--- src/rtl/x_serializer.sv ---
`default_nettype none
// ============================================================================
// Module      : x_serializer
// Description : Frame serializer. Emits a start strobe, then the payload
//               LSB first, then a one-cycle done pulse carrying the popcount.
// Revision    : 1.0 - initial release
// ============================================================================
module x_serializer #(
    parameter int W  = 16,
    parameter int LW = $clog2(W) + 1
) (
    input  logic          clk,
    input  logic          reset,
    input  logic          load_valid,
    input  logic [W-1:0]  load_data,
    input  logic [LW-1:0] load_len,
    output logic          load_ready,
    output logic          S,
    output logic          X,
    output logic          busy,
    output logic          done,
    output logic [LW-1:0] exp_ones
);

    typedef enum logic [1:0] {
        IDLE  = 2'd0,
        START = 2'd1,
        SHIFT = 2'd2,
        GAP   = 2'd3
    } state_t;

    localparam logic [LW-1:0] c_max_len = LW'(W);

    state_t        r_state;
    logic [W-1:0]  r_shift;
    logic [LW-1:0] r_len;
    logic [LW-1:0] r_ones;
    logic          r_s;
    logic          r_x;
    logic          r_busy;
    logic          r_done;
    logic          r_ready;

    state_t        w_state_nxt;
    logic [W-1:0]  w_shift_nxt;
    logic [LW-1:0] w_len_nxt;
    logic [LW-1:0] w_ones_nxt;
    logic [LW-1:0] w_eff_len;

    assign w_eff_len = (load_len > c_max_len) ? c_max_len : load_len;

    always_comb begin
        w_state_nxt = r_state;
        w_shift_nxt = r_shift;
        w_len_nxt   = r_len;
        w_ones_nxt  = r_ones;
        case (r_state)
            IDLE: begin
                if (load_valid) begin
                    w_shift_nxt = load_data;
                    w_len_nxt   = w_eff_len;
                    w_ones_nxt  = '0;
                    w_state_nxt = START;
                end
            end
            START: begin
                w_state_nxt = (r_len != '0) ? SHIFT : GAP;
            end
            SHIFT: begin
                w_ones_nxt  = r_ones + {{(LW-1){1'b0}}, r_shift[0]};
                w_shift_nxt = {1'b0, r_shift[W-1:1]};
                w_len_nxt   = r_len - LW'(1);
                w_state_nxt = (r_len == LW'(1)) ? GAP : SHIFT;
            end
            GAP: begin
                w_state_nxt = IDLE;
            end
            default: begin
                w_state_nxt = IDLE;
            end
        endcase
    end

    // Outputs are registered from the next-state view so each lands in the
    // same cycle as the state it belongs to; X tracks the post-shift LSB.
    always_ff @(posedge clk or negedge reset) begin
        if (!reset) begin
            r_state <= IDLE;
            r_shift <= '0;
            r_len   <= '0;
            r_ones  <= '0;
            r_s     <= 1'b0;
            r_x     <= 1'b0;
            r_busy  <= 1'b0;
            r_done  <= 1'b0;
            r_ready <= 1'b1;
        end else begin
            r_state <= w_state_nxt;
            r_shift <= w_shift_nxt;
            r_len   <= w_len_nxt;
            r_ones  <= w_ones_nxt;
            r_s     <= (w_state_nxt == START);
            r_x     <= (w_state_nxt == SHIFT) & w_shift_nxt[0];
            r_busy  <= (w_state_nxt != IDLE);
            r_done  <= (w_state_nxt == GAP);
            r_ready <= (w_state_nxt == IDLE);
        end
    end

    assign load_ready = r_ready;
    assign S          = r_s;
    assign X          = r_x;
    assign busy       = r_busy;
    assign done       = r_done;
    assign exp_ones   = r_ones;

endmodule
`default_nettype wire

--- config.mk ---
export PLATFORM = sky130hd
export DESIGN_NAME = x_serializer
export DESIGN_NICKNAME = d
export VERILOG_FILES = /design/src/rtl/x_serializer.sv
export SDC_FILE = /design/constraint.sdc
export NUM_CORES = 1
export LEC_CHECK = 0
export ABC_AREA = 1
export CORE_MARGIN = 5
export CORE_UTILIZATION = 46
export DETAILED_ROUTE_END_ITERATION = 7
export MAX_ROUTING_LAYER = met4
export PLACE_DENSITY = 0.75
export SYNTH_ARGS = -nofsm -noshare
export SYNTH_HDL_FRONTEND = slang
export SYNTH_SLANG_ARGS = --single-unit
--- constraint.sdc ---
create_clock -name clk -period 1.4 [get_ports clk]
set_input_delay 0.28 -clock clk [delete_from_list [all_inputs] [get_ports clk]]
set_output_delay 0.28 -clock clk [all_outputs]
set_load 0.03 [all_outputs]
==> metrics <==
result of the run=complete, no violations; CP max-delay cell=dlygate4sd2_1; WL/cell=12.7 um; cell type group with the largest total delay on the critical path=buffers and inverters; fin. max-slew vios=0; initial antenna violation count=0; total half-perimeter wirelength after legalization and detailed placement=2540 um; net count of the finished layout=289; RSZ-0062 raised after global routing=true; final weighted congestion in routability-driven placement=0.795; post-synthesis instance area=0.00177 mm2; number of warnings reported in the yosys synthesis log=0; overall via count from detail_route=1483; worst flop-to-flop path endpoint=r_shift[6]; synthesized instance count=207; syn_nets=238; final hold slack=0.355 ns; number of buffers added by the clock tree synthesis step=5; static leakage=1.15 nW; capturing element of the worst setup path=exp_ones[0]; DRC violation count after routing=0; CP Buf/Inv Count=1; area enclosed by the die boundary=0.00518 mm2; Worst Path Arrival=1.08 ns; ratio of cells with drive above 1 in the final layout=26.3%; antenna viol nets, final=0; register area share after synthesis=46.8%; Final min period=1.36 ns; CTS Sinks=33; initial detailed-routing violation count=73; required time at the worst-slack endpoint=1.12 ns; stages on the worst setup path=1; via count of the first global-routing pass=1400; cells traversed along the worst timing path=dlygate4sd2_1; final total negative setup slack=0 ns; clock skew=0.0110 ns; worst hold-check path type=primary input to async pin; io pins=34; max-capacitance violation count=0; syn avg cell area=8.53 um2; distinct cell type count of the synthesized netlist=28; cell taking the most area after synthesis=dfrtp_1; Register-to-Register Path Depth=8; number of placement rows=22; Pwr Total=5.58 mW; number of register bits inferred by synthesis=33; total routing usage reported by global routing=15.9%; Reg2Reg Setup Slack=0.04 ns; Routed WL=3900 um; final hold viol count=0; highest net fanout along the worst path=3; number of antenna repair diodes=0; effective utilization at floorplan=47.9%; CTS tree=built; via/cell ratio=4.83; top cells by area in the synthesized netlist=dfrtp_1 45%, nand2_1 12%, inv_1 5.1%; first-pass GRT wire length=6220 um; Slew @ Worst Pin=0.311 ns; Finish-stage setup viols=0; area inside the core boundary=0.00369 mm2; global route overflow=0; Crit Reg-Reg Startpoint=r_state[0]; worst relative slew slack=79.4%; clock input transition at the sequential cells of the worst setup and hold paths=0.07 ns; Max rail drop VDD=1.11 mV; Critical Path Start=exp_ones[0]; maximum number of pins on one net before global-route repair=34; Max Root-Sink Buffers=2; kind of start point of the critical path=register; height of the die=72.0 um; post-route fraction of the period consumed by the critical path=97.4%; number of buffers inserted by port buffering=33; power density relative to cell area=2240 mW/mm2; Fmax achieved=734 MHz; portion of synthesized cell area occupied by the leading cell type=45.3%; chip width=72.0 um; Pre-antenna DRT Iters=4; leading cell type in the layout, fill and taps excluded=nand2_1; clock root buffer master=clkbuf_8; maximum cell stage delay along the critical path=0.41 ns; Layout area overhead=41.1%; critical path type=register to output port; CP endpoint kind=output port; highest-count cells in the layout ignoring fill and taps=44 x nand2_1, 32 x dfrtp_1, 23 x clkdlybuf4s50_1; # H-tree levels=2; Clock Latency Late Sink=0.29 ns
worst min path at each step:
stage                         from          end  depth (start not counted)
after floorplan              reset            S                          0
after global placement    r_len[4]     r_len[4]                          2
after detailed placement  r_len[4]     r_len[4]                          2
after CTS                    reset  r_shift[10]                          2
after global routing         reset   r_shift[9]                          2
final                        reset   r_shift[3]                          2
sequential cells by signal (all words and copies together), names as in the netlist:
| register | cells |
|---|---|
| r_shift | 16 |
| load_ready | 1 |
| r_state | 2 |
| done | 1 |
| busy | 1 |
| X | 1 |
| r_len | 5 |
| exp_ones | 5 |
| S | 1 |
report_power, final:
| part | total (mW) | switching, mW | internal, mW |
|---|---|---|---|
| logic | 3.16 | 1.82 | 1.34 |
| registers | 1.50 | 0.193 | 1.30 |
| clock network | 0.927 | 0.347 | 0.580 |
| total | 5.58 | 2.36 | 3.22 |
layout make-up:
cell class	count	area (um2)
fillers	300	1200
multi-input cells	141	866
repair buffers	49	493
inverters	27	121
clock buffers	7	86.3
clock inverters	1	30.0
repair inverters	1	8.76
flip-flops and latches	33	827
well taps	48	60.1
cells by family after synthesis:
group                      after synthesis  share of synthesized area, %
and+or+nand+nor                         89                          23.0
AOI/OAI and AO/OA                       42                          13.7
xor gates and xnor gates                 1                         0.496
DFF                                     33                          46.8
buffers and inverters                   35                          11.0
adders and majority gates                7                          4.96
per-layer routing:
layer	up-vias	global-route usage, %	wire length, um
met5	-	-	0
met4	0	8.14	85
met3	7	3.46	146
met2	28	25.6	2010
met1	683	18.7	1660
li1	765	-	-
cells in the mapped netlist:
cell type	instances
dfrtp_1	32
buf_4	1
nand2_4	2
xor2_1	1
nor2_2	1
o31ai_2	1
o21ai_0	11
nor3_1	1
nand3_2	2
o21ai_2	4
dfstp_2	1
ha_1	7
a21oi_2	1
nand2_8	1
a21oi_1	4
o21ai_1	17
inv_6	1
a31oi_1	4
nand4_1	3
inv_1	24
nor2_1	13
nand2_2	3
buf_6	5
nand2_1	55
buf_12	1
nand3_1	8
inv_2	2
buf_2	1
through the flow:
stage	std cells	worst slack [ns]	utilization (%)	instance area, um2
5_1_grt	307	-0.0345	67.6	2490
3_3_place_gp	293	-0.0461	59.5	2190
6_report	307	0.0371	67.6	2490
4_1_cts	303	-0.00660	63.6	2350
3_5_place_dp	293	-0.0975	59.5	2190
2_1_floorplan	207	0.0678	-	1770
timing repair:
action,in CTS,in global routing
setup buffers,1,2
endpoints found under the setup margin,22,25
resized for setup,11,35
pin swaps,1,4
cloned,1,2
hold buffers,0,0
No activity file was read; power rests on OpenSTA's default activity.
